===== src/rtl/flag_register_unit_pkg.sv =====
// Shared flag-set definitions for the NZCV flag register unit and its shadow stack.
package flag_register_unit_pkg;

  localparam int FLAG_N = 3;
  localparam int FLAG_Z = 2;
  localparam int FLAG_C = 1;
  localparam int FLAG_V = 0;

  typedef logic [3:0] flags_t;

  localparam flags_t MASK_ALL = 4'b1111;
  localparam flags_t MASK_NZ  = 4'b1100;

  function automatic flags_t pack_flags(input logic n, input logic z,
                                        input logic c, input logic v);
    flags_t f;
    f[FLAG_N] = n;
    f[FLAG_Z] = z;
    f[FLAG_C] = c;
    f[FLAG_V] = v;
    return f;
  endfunction

endpackage


===== src/rtl/flag_register_unit_if.sv =====
// ALU/status/stack-control bundle between the datapath (master) and the flag unit (slave).
interface flag_register_unit_if #(
  parameter int DATA_WIDTH = 32
);
  import flag_register_unit_pkg::*;

  logic [DATA_WIDTH-1:0] alu_result;
  logic                  alu_carry;
  logic                  alu_overflow;
  logic                  update_en;
  flags_t                update_mask;
  logic                  load_en;
  flags_t                load_value;
  logic                  push;
  logic                  pop;
  logic                  negative_flag;
  logic                  zero_flag;
  logic                  carry_flag;
  logic                  overflow_flag;
  logic                  stack_empty;
  logic                  stack_full;
  logic                  stack_error;

  modport master (
    output alu_result, alu_carry, alu_overflow, update_en, update_mask,
           load_en, load_value, push, pop,
    input  negative_flag, zero_flag, carry_flag, overflow_flag,
           stack_empty, stack_full, stack_error
  );

  modport slave (
    input  alu_result, alu_carry, alu_overflow, update_en, update_mask,
           load_en, load_value, push, pop,
    output negative_flag, zero_flag, carry_flag, overflow_flag,
           stack_empty, stack_full, stack_error
  );

endinterface


===== src/rtl/flag_register_unit_shadow_stack.sv =====
// flag_shadow_stack: small LIFO of saved flag sets; callers only issue legal push/pop.
module flag_shadow_stack
  import flag_register_unit_pkg::*;
#(
  parameter int STACK_DEPTH = 4
) (
  input  logic   clock,
  input  logic   reset,
  input  logic   push_valid,
  input  logic   pop_valid,
  input  flags_t push_data,
  output flags_t top_data,
  output logic   empty,
  output logic   full
);

  localparam int PW = $clog2(STACK_DEPTH);

  flags_t          mem [STACK_DEPTH];
  logic [PW:0]     count_reg;
  logic [PW-1:0]   wr_ptr;
  logic [PW-1:0]   rd_ptr;

  assign wr_ptr   = count_reg[PW-1:0];
  assign rd_ptr   = wr_ptr - PW'(1);
  assign top_data = mem[rd_ptr];
  assign empty    = (count_reg == '0);
  assign full     = (count_reg == (PW+1)'(STACK_DEPTH));

  // Entries are not reset; only the count defines what is valid.
  always_ff @(posedge clock) begin
    if (push_valid) begin
      mem[wr_ptr] <= push_data;
    end
  end

  always_ff @(posedge clock or negedge reset) begin
    if (!reset) begin
      count_reg <= '0;
    end else if (push_valid) begin
      count_reg <= count_reg + 1'b1;
    end else if (pop_valid) begin
      count_reg <= count_reg - 1'b1;
    end
  end

endmodule


===== src/rtl/flag_register_unit.sv =====
// NZCV flag register with ALU capture, direct load and interrupt shadow stack.
// Optional FLAG_FORWARD_EN: flag outputs bypass the register with next-flag values.
module flag_register_unit
  import flag_register_unit_pkg::*;
#(
  parameter int DATA_WIDTH  = 32,
  parameter int STACK_DEPTH = 4
) (
  input logic                 clock,
  input logic                 reset,
  flag_register_unit_if.slave bus
);

  flags_t flags_reg;
  flags_t flags_next;
  flags_t alu_flags;
  flags_t upd_flags;
  flags_t stack_top;
  logic   error_reg;
  logic   stk_empty;
  logic   stk_full;
  logic   push_ok;
  logic   pop_ok;
  logic   error_set;

  assign alu_flags = pack_flags(bus.alu_result[DATA_WIDTH-1],
                                (bus.alu_result == '0),
                                bus.alu_carry,
                                bus.alu_overflow);

  genvar gi;
  generate
    for (gi = 0; gi < 4; gi++) begin : g_mask
      assign upd_flags[gi] = bus.update_mask[gi] ? alu_flags[gi] : flags_reg[gi];
    end
  endgenerate

  // Simultaneous push and pop is treated as an error and neither takes effect.
  assign push_ok   = bus.push && !bus.pop && !stk_full;
  assign pop_ok    = bus.pop && !bus.push && !stk_empty;
  assign error_set = (bus.push && bus.pop)
                   || (bus.push && stk_full)
                   || (bus.pop && stk_empty);

  always_comb begin
    flags_next = flags_reg;
    if (pop_ok) begin
      flags_next = stack_top;
    end else if (bus.load_en) begin
      flags_next = bus.load_value;
    end else if (bus.update_en) begin
      flags_next = upd_flags;
    end
  end

  always_ff @(posedge clock or negedge reset) begin
    if (!reset) begin
      flags_reg <= '0;
      error_reg <= 1'b0;
    end else begin
      flags_reg <= flags_next;
      if (error_set) begin
        error_reg <= 1'b1;
      end
    end
  end

  flag_shadow_stack #(
    .STACK_DEPTH (STACK_DEPTH)
  ) u_stack (
    .clock      (clock),
    .reset      (reset),
    .push_valid (push_ok),
    .pop_valid  (pop_ok),
    .push_data  (flags_reg),
    .top_data   (stack_top),
    .empty      (stk_empty),
    .full       (stk_full)
  );

`ifdef FLAG_FORWARD_EN
  assign bus.negative_flag = flags_next[FLAG_N];
  assign bus.zero_flag     = flags_next[FLAG_Z];
  assign bus.carry_flag    = flags_next[FLAG_C];
  assign bus.overflow_flag = flags_next[FLAG_V];
`else
  assign bus.negative_flag = flags_reg[FLAG_N];
  assign bus.zero_flag     = flags_reg[FLAG_Z];
  assign bus.carry_flag    = flags_reg[FLAG_C];
  assign bus.overflow_flag = flags_reg[FLAG_V];
`endif

  assign bus.stack_empty = stk_empty;
  assign bus.stack_full  = stk_full;
  assign bus.stack_error = error_reg;

endmodule


===== src/flat_wrapper.sv =====
// flat-port wrapper written by rule: the top's interface ports become plain ports
module flag_register_unit_flat import flag_register_unit_pkg::*;
#(
  parameter int DATA_WIDTH  = 32,
  parameter int STACK_DEPTH = 4
)
  (clock, reset, bus_alu_result, bus_alu_carry, bus_alu_overflow, bus_update_en, bus_update_mask, bus_load_en, bus_load_value, bus_push, bus_pop, bus_negative_flag, bus_zero_flag, bus_carry_flag, bus_overflow_flag, bus_stack_empty, bus_stack_full, bus_stack_error);
  flag_register_unit_if #(.DATA_WIDTH(DATA_WIDTH)) bus_i ();
  input logic clock;
  input logic reset;
  input wire logic [$bits(bus_i.alu_result)-1:0] bus_alu_result;
  input wire logic [$bits(bus_i.alu_carry)-1:0] bus_alu_carry;
  input wire logic [$bits(bus_i.alu_overflow)-1:0] bus_alu_overflow;
  input wire logic [$bits(bus_i.update_en)-1:0] bus_update_en;
  input wire logic [$bits(bus_i.update_mask)-1:0] bus_update_mask;
  input wire logic [$bits(bus_i.load_en)-1:0] bus_load_en;
  input wire logic [$bits(bus_i.load_value)-1:0] bus_load_value;
  input wire logic [$bits(bus_i.push)-1:0] bus_push;
  input wire logic [$bits(bus_i.pop)-1:0] bus_pop;
  output wire logic [$bits(bus_i.negative_flag)-1:0] bus_negative_flag;
  output wire logic [$bits(bus_i.zero_flag)-1:0] bus_zero_flag;
  output wire logic [$bits(bus_i.carry_flag)-1:0] bus_carry_flag;
  output wire logic [$bits(bus_i.overflow_flag)-1:0] bus_overflow_flag;
  output wire logic [$bits(bus_i.stack_empty)-1:0] bus_stack_empty;
  output wire logic [$bits(bus_i.stack_full)-1:0] bus_stack_full;
  output wire logic [$bits(bus_i.stack_error)-1:0] bus_stack_error;
  assign bus_i.alu_result = bus_alu_result;
  assign bus_i.alu_carry = bus_alu_carry;
  assign bus_i.alu_overflow = bus_alu_overflow;
  assign bus_i.update_en = bus_update_en;
  assign bus_i.update_mask = bus_update_mask;
  assign bus_i.load_en = bus_load_en;
  assign bus_i.load_value = bus_load_value;
  assign bus_i.push = bus_push;
  assign bus_i.pop = bus_pop;
  assign bus_negative_flag = bus_i.negative_flag;
  assign bus_zero_flag = bus_i.zero_flag;
  assign bus_carry_flag = bus_i.carry_flag;
  assign bus_overflow_flag = bus_i.overflow_flag;
  assign bus_stack_empty = bus_i.stack_empty;
  assign bus_stack_full = bus_i.stack_full;
  assign bus_stack_error = bus_i.stack_error;
  flag_register_unit #(.DATA_WIDTH(DATA_WIDTH), .STACK_DEPTH(STACK_DEPTH)) u_core (.clock(clock), .reset(reset), .bus(bus_i));
endmodule

===== config.mk =====
export PLATFORM = sky130hd
export DESIGN_NAME = flag_register_unit_flat
export DESIGN_NICKNAME = d
export VERILOG_FILES = /design/src/rtl/flag_register_unit_pkg.sv /design/src/rtl/flag_register_unit_if.sv /design/src/rtl/flag_register_unit_shadow_stack.sv /design/src/rtl/flag_register_unit.sv /design/src/flat_wrapper.sv
export SDC_FILE = /design/constraint.sdc
export NUM_CORES = 1
export LEC_CHECK = 0
export ABC_CLOCK_PERIOD_IN_PS = 3100
export CORE_UTILIZATION = 46
export DETAILED_ROUTE_END_ITERATION = 8
export DONT_BUFFER_PORTS = 1
export SLEW_MARGIN = 5
export SYNTH_ARGS = -nofsm -noshare
export SYNTH_HDL_FRONTEND = slang
export SYNTH_SLANG_ARGS = --single-unit

===== constraint.sdc =====
create_clock -name clock -period 3.1 [get_ports clock]
set_clock_uncertainty 0.15 [all_clocks]
set_input_delay 0.31 -clock clock [delete_from_list [all_inputs] [get_ports clock]]
set_output_delay 0.31 -clock clock [all_outputs]
set_load 0.03 [all_outputs]

==> metrics.yaml, run 1 <==
core_area_sq_um: 2450
drv_cap: 0
fp-row-count: 18
ys_types: 27
fmax_ghz: 0.357
ant_nets: 0
worst_pin_slew_ns: 0.442
postCtsSetupRepairBufs: 0
synth_common_cells: "16 x edfxtp_1, 8 x dfrtp_1, 8 x nand2_1"
wl_per_cell_um: 18.3
irDropWorstVdd_v: 0.000443
drc: 0
synth_xor_area_share_pct: 2.21
cts_buffers: 3
gr-total-overflow: 0
dr.first_iter.drc_count: 9
rsz0062_at_grt: "false"
cp-start-kind: "register"
ff2ff_path_depth: 7
antenna_found_initial: 0
synth_top_cell_area_share_pct: 40.5
n_antenna_cell: 0
dpl.hpwl_um: 1760
yosysWarnings: 0
synth_area_sq_um: 1190
finalSetupViolations: 0
power.density_nw_per_um2: 852
root_buffer: "clkbuf_4"
synth_simple_gate_area_share_pct: 13.8
finalHoldViolations: 0
track_usage_pct: 18.5
start_util_pct: 48.4
final.setup.worst_slack_ns: 0.299
cts_tree: "done"
cp_slowest_stage_delay_ns: 0.57
async_reset_ff_share_pct: 33.3
path_common_cell: "dlygate4sd3_1"
period_minus_slack_ns: 2.80
grt_pass1_wl_um: 3420
synth_area_leader_cell: "edfxtp_1"
synth_edf_count: 16
vias: 734
synth_ff_type: "edfxtp_1"
grt_max_degree: 15
die_w_um: 52.8
critPathKind: "reg -> reg"
place_ws_ns: 0.458
synth-compound-area-share_pct: 6.43
path_max_fanout: 8
cts-htree-levels: 1
postSynthCellCount: 88
avgViaCountPerCell: 5.92
grt_pass1_vias: 696
maxSlewHeadroom_pct: 70.5
fp.dieH_um: 52.8
gp_congestion: 0.816
slew_viol_final: 0
dieArea_sq_um: 2790
slowest_stage: "dlygate4sd3_1"
first_pass_iters: 4
ys_ff_latch: 24
port_buffers: 0
synth_area_leaders: "edfxtp_1 40%, dfrtp_1 17%, mux4_2 7.6%"
fin_util_pct: 53.6
hold_class: "in -> reg"
hold_depth: 2
largest_reg_flops: 16
leakagePower_uw: 0.000468
clk_path_buf_depth: 2
routed_wl_um: 2270
ios: 55
synth.most_common_cell: "edfxtp_1"
area_growth_pct: 10.7
synth_fa_ha_area_share_pct: 5.27
muxShareOfSynthArea_pct: 13.0
status: "finished clean"
end_kind: "register"
ys_seq_area_share_pct: 57.3
syn_area_per_cell_sq_um: 13.5
fin_setup_tns_ns: 0
clk_latency_ns: 0.32
syn_nets: 141
crit_required_ns: 3.22
clk_pin_slew_worst_paths_ns: 0.14
nets: 148
crit_chain: "inv_1 > ha_1 > nor2b_2 > o21ai_0 > dlygate4sd3_1 > nand2_1 > dlygate4sd3_1"
nFillCells: 202
finalCritPeriodShare_pct: 90.4
critPathArrivalTime_ns: 2.92
drive_above_1_share_pct: 18.1
clock-sinks: 24
place_area_sq_um: 1220
synth_top_family_by_area: "simple AND/OR/NAND/NOR gates"
fin_area_sq_um: 1320
where the power goes:
part	switching [uW]	total, uW	leakage [uW]	internal (uW)
clock	95.5	226	0.0000279	131
combinational	175	344	0.000202	169
sequential	121	550	0.000238	429
total	392	1120	0.000468	729
metal layers:
metal / part of all wire (%) / global-route usage, %
met4: 0.26 / 5.26
met2: 46 / 27.0
met5: 0 / 0
met3: 5.0 / 3.48
met1: 49 / 27.7
timing repair:
| item | 4_1_cts | 5_1_grt |
|---|---|---|
| hold buffers | 4 | 0 |
| resized for setup | 0 | 1 |
| endpoints found under the setup margin | 0 | 1 |
| endpoints found under the hold margin | 9 | 0 |
layout make-up:
type                            count  area, sq um  share of cell area, %
Clock inverter                      1         30.0                   2.28
Tap cell                           30         37.5                   2.85
Multi-Input combinational cell     58          485                   36.9
Timing Repair Buffer                5         47.5                   3.62
Clock buffer                        3         22.5                   1.71
Sequential cell                    24          681                   51.8
Inverter                            3         11.3                  0.856
cells in the final DEF (no fill, tap or decap), types with 3 or more instances in the layout:
| master | instances |
|---|---|
| ha_1 | 5 |
| inv_1 | 3 |
| o21ai_0 | 6 |
| dfrtp_1 | 8 |
| clkbuf_4 | 3 |
| and2_1 | 5 |
| nor4_1 | 7 |
| nand2_1 | 8 |
| dlygate4sd3_1 | 4 |
| edfxtp_1 | 16 |
| mux2i_1 | 3 |
| xnor2_1 | 3 |
| mux2_2 | 3 |
| mux4_2 | 4 |
| a21oi_1 | 3 |
path summary, 6_finish.rpt:
kind / start / end / slack (ns)
hold / removal: bus_load_value[0] / u_core.flags_reg[0] / 0.05
setup / recovery: u_core.u_stack.count_reg[0] / u_core.bus.stack_error / 0.30
hold reg to reg: u_core.u_stack.count_reg[2] / u_core.u_stack.count_reg[2] / 0.40
setup reg to reg: u_core.u_stack.count_reg[0] / u_core.bus.stack_error / 0.30
min in group asynchronous: reset / u_core.flags_reg[1] / 0.17
max in group asynchronous: reset / u_core.flags_reg[2] / 2.35
through the flow:
step / power [uW] / hold slack, ns / std cells
5_1_grt: 1190 / 0.0612 / 124
3_3_place_gp: 882 / -0.135 / 116
3_5_place_dp: 895 / -0.135 / 116
2_1_floorplan: 801 / -0.136 / 88
6_report: 1120 / 0.0468 / 124
4_1_cts: 1130 / 0.0449 / 124
cell families (layout without fill, tap and decap cells):
group / after synthesis / after routing
adder cells (fa/ha/maj): 5 / 5
flip-flops: 24 / 24
multiplexers: 10 / 10
AND/OR/NAND/NOR: 28 / 28
buffers and inverters: 6 / 12
XOR/XNOR: 3 / 3
AO/OA/AOI/OAI: 12 / 12
worst max-delay path: cells and delay by family, from the launching register on:
kind / cells / cell delay (ns)
buf+inv: 3 / 1.29
compound gates: 1 / 0.11
fa+ha+maj: 1 / 0.20
flops: 1 / 0.55
simple gates: 2 / 0.46
Power figures use the tool's default switching activity.
==> run 2: changes to the inputs <==
- CTS_CLUSTER_SIZE: not set -> 25
==> results of run 2 <==
The final DEF is identical to that of run 1; final timing and power are the same.
==> run 3: changes to the inputs <==
- ABC_CLOCK_PERIOD_IN_PS: 3100 -> 3340
- CORE_ASPECT_RATIO: not set -> 1.4
- clock period: 3.1 -> 3.34 ns (I/O delays scaled with it)
==> run 3 against run 2 <==
  * Core utilization grew 0.11 points
  * Global-route usage fell by 0.68 points
  * Count of clock-buffer cells in the layout did not move
  * Via count is 2.0% lower
  * Sequential cell count stayed put
  * Critical endpoint is now u_core.u_stack.count_reg[2]
==> metrics.yaml, run 3 (synthesis gave the netlist of run 1 again) <==
finalHoldViolations: 0  # unchanged
die_w_um: 44.9  # was 52.8 um
period_minus_slack_ns: 2.69  # was 2.80 ns
critPathKind: "reg -> reg"  # unchanged
first_pass_iters: 4  # unchanged
placed_cells: 120  # was 116
dr.first_iter.drc_count: 11  # was 9
dieArea_sq_um: 2790  # about the same
crit_required_ns: 3.43  # was 3.22 ns
drive_above_1_share_pct: 17.4  # was 18.1%
grt_pass1_vias: 755  # was 696
wl_per_cell_um: 18.3  # about the same
mostFrequentLayoutCell: "edfxtp_1"  # unchanged
grt_pass1_wl_um: 3540  # was 3420 um
end_kind: "register"  # unchanged
clk_latency_ns: 0.32  # about the same
clk_path_buf_depth: 2  # unchanged
n_antenna_cell: 0  # unchanged
cts-htree-levels: 1  # unchanged
track_usage_pct: 17.8  # was 18.5%
leakagePower_uw: 0.000463  # was 0.000468 uW
power_uw: 1020  # was 1120 uW
gp_congestion: 0.718  # was 0.816
rsz0062_at_grt: "false"  # unchanged
dpl.hpwl_um: 1790  # was 1760 um
drc: 0  # unchanged
port_buffers: 0  # unchanged
hold_class: "in -> reg"  # unchanged
finalSetupViolations: 0  # unchanged
ios: 55  # unchanged
fin_setup_tns_ns: 0  # unchanged
irDropWorstVdd_v: 0.000461  # was 0.000443 V
cts_tree: "done"  # unchanged
fin_area_sq_um: 1300  # was 1320 sq um
cp-start-kind: "register"  # unchanged
clock-sinks: 24  # unchanged
ctsResizeCount: 0  # unchanged
nFillCells: 220  # was 202
place_area_sq_um: 1220  # about the same
ant_nets: 0  # unchanged
fin_util_pct: 53.7  # was 53.6%
core_area_sq_um: 2420  # was 2450 sq um
worst_pin_slew_ns: 0.699  # was 0.442 ns
start_util_pct: 49.1  # was 48.4%
vias: 719  # was 734
largest_reg_flops: 16  # unchanged
root_buffer: "clkbuf_4"  # unchanged
maxSlewHeadroom_pct: 53.3  # was 70.5%
drv_cap: 0  # unchanged
routed_wl_um: 2300  # was 2270 um
path_max_fanout: 8  # unchanged
fin_cells: 126  # was 124
critPathArrivalTime_ns: 2.78  # was 2.92 ns
cts_buffers: 3  # unchanged
antenna_found_initial: 0  # unchanged
slew_viol_final: 0  # unchanged
layout.area.seq_sq_um: 681  # unchanged
multi_input_area_sq_um: 483  # was 485 sq um
avgViaCountPerCell: 5.71  # was 5.92
grt_max_degree: 15  # unchanged
finalCritPeriodShare_pct: 80.4  # was 90.4%
fmax_ghz: 0.372  # was 0.357 GHz
clk_pin_slew_worst_paths_ns: 0.13  # was 0.14 ns
status: "finished clean"  # unchanged
fp.dieH_um: 62.1  # was 52.8 um
fp-row-count: 21  # was 18
power.density_nw_per_um2: 788  # was 852 nW/um^2
final_cell_mix: "16 x edfxtp_1, 8 x nand2_1, 8 x dfrtp_1"  # unchanged
area_growth_pct: 9.27  # was 10.7%
nets: 146  # was 148
gr-total-overflow: 0  # unchanged
run 3: cell types whose count changed in the layout (fill, tap and decap cells not counted):
cell,change
dlygate4sd3_1,-2
nor2b_1,+1
nor2b_2,-1
run 3: through the flow:
stage / hold WS, ns / setup slack, ns
2_1_floorplan: -0.112 / 0.852
3_3_place_gp: -0.111 / 0.770
3_5_place_dp: -0.111 / 0.650
4_1_cts: 0.000764 / 0.619
5_1_grt: 0.0394 / 0.410
6_report: 0.0124 / 0.654
run 3: where the power goes:
| group | internal, uW | switching [uW] | total, uW |
|---|---|---|---|
| Combinational | 151 | 153 | 304 |
| Clock | 121 | 87.9 | 209 |
| Sequential | 398 | 111 | 509 |
run 3: worst paths after layout:
path,start,cells past startpoint,slack [ns],end
worst min register to register,u_core.u_stack.count_reg[2],1,0.36,u_core.u_stack.count_reg[2]
max in group asynchronous,reset,1,2.54,u_core.flags_reg[3]
worst min-delay path,bus_pop,2,0.01,u_core.bus.stack_error
worst max-delay path,u_core.u_stack.count_reg[0],9,0.65,u_core.u_stack.count_reg[2]
min in group asynchronous,reset,1,0.21,u_core.u_stack.count_reg[1]
worst max register to register,u_core.u_stack.count_reg[0],9,0.65,u_core.u_stack.count_reg[2]
run 3: cell type report:
type | instances | share of cell area, %
flip-flops and latches | 24 | 52.5
clock inverters | 1 | 2.31
clock buffers | 3 | 1.74
well taps | 34 | 3.28
inverters | 3 | 0.868
multi-input cells | 58 | 37.2
repair buffers | 3 | 2.12
run 3: timing repair:
action | in CTS | in global routing
hold buffers | 2 | 0
setup buffers | 0 | 0
endpoints found under the hold margin | 9 | 0
run 3: layer usage:
| layer | global-route usage, % | up-vias | part of all wire [%] |
|---|---|---|---|
| li1 | - | 343 | - |
| met1 | 21.0 | 338 | 37 |
| met2 | 30.4 | 34 | 55 |
| met3 | 3.49 | 4 | 7.3 |
| met4 | 6.82 | 0 | 1.1 |
| met5 | 0 | - | 0 |
run 3: critical path: stages (launching register included):
cell	delay, ns
dfrtp_1	0.60
inv_1	0.16
ha_1	0.25
and2_1	0.29
nor3b_2	0.45
xnor2_1	0.18
ha_1	0.18
nor2_1	0.05
o22ai_1	0.17
xnor2_1	0.14
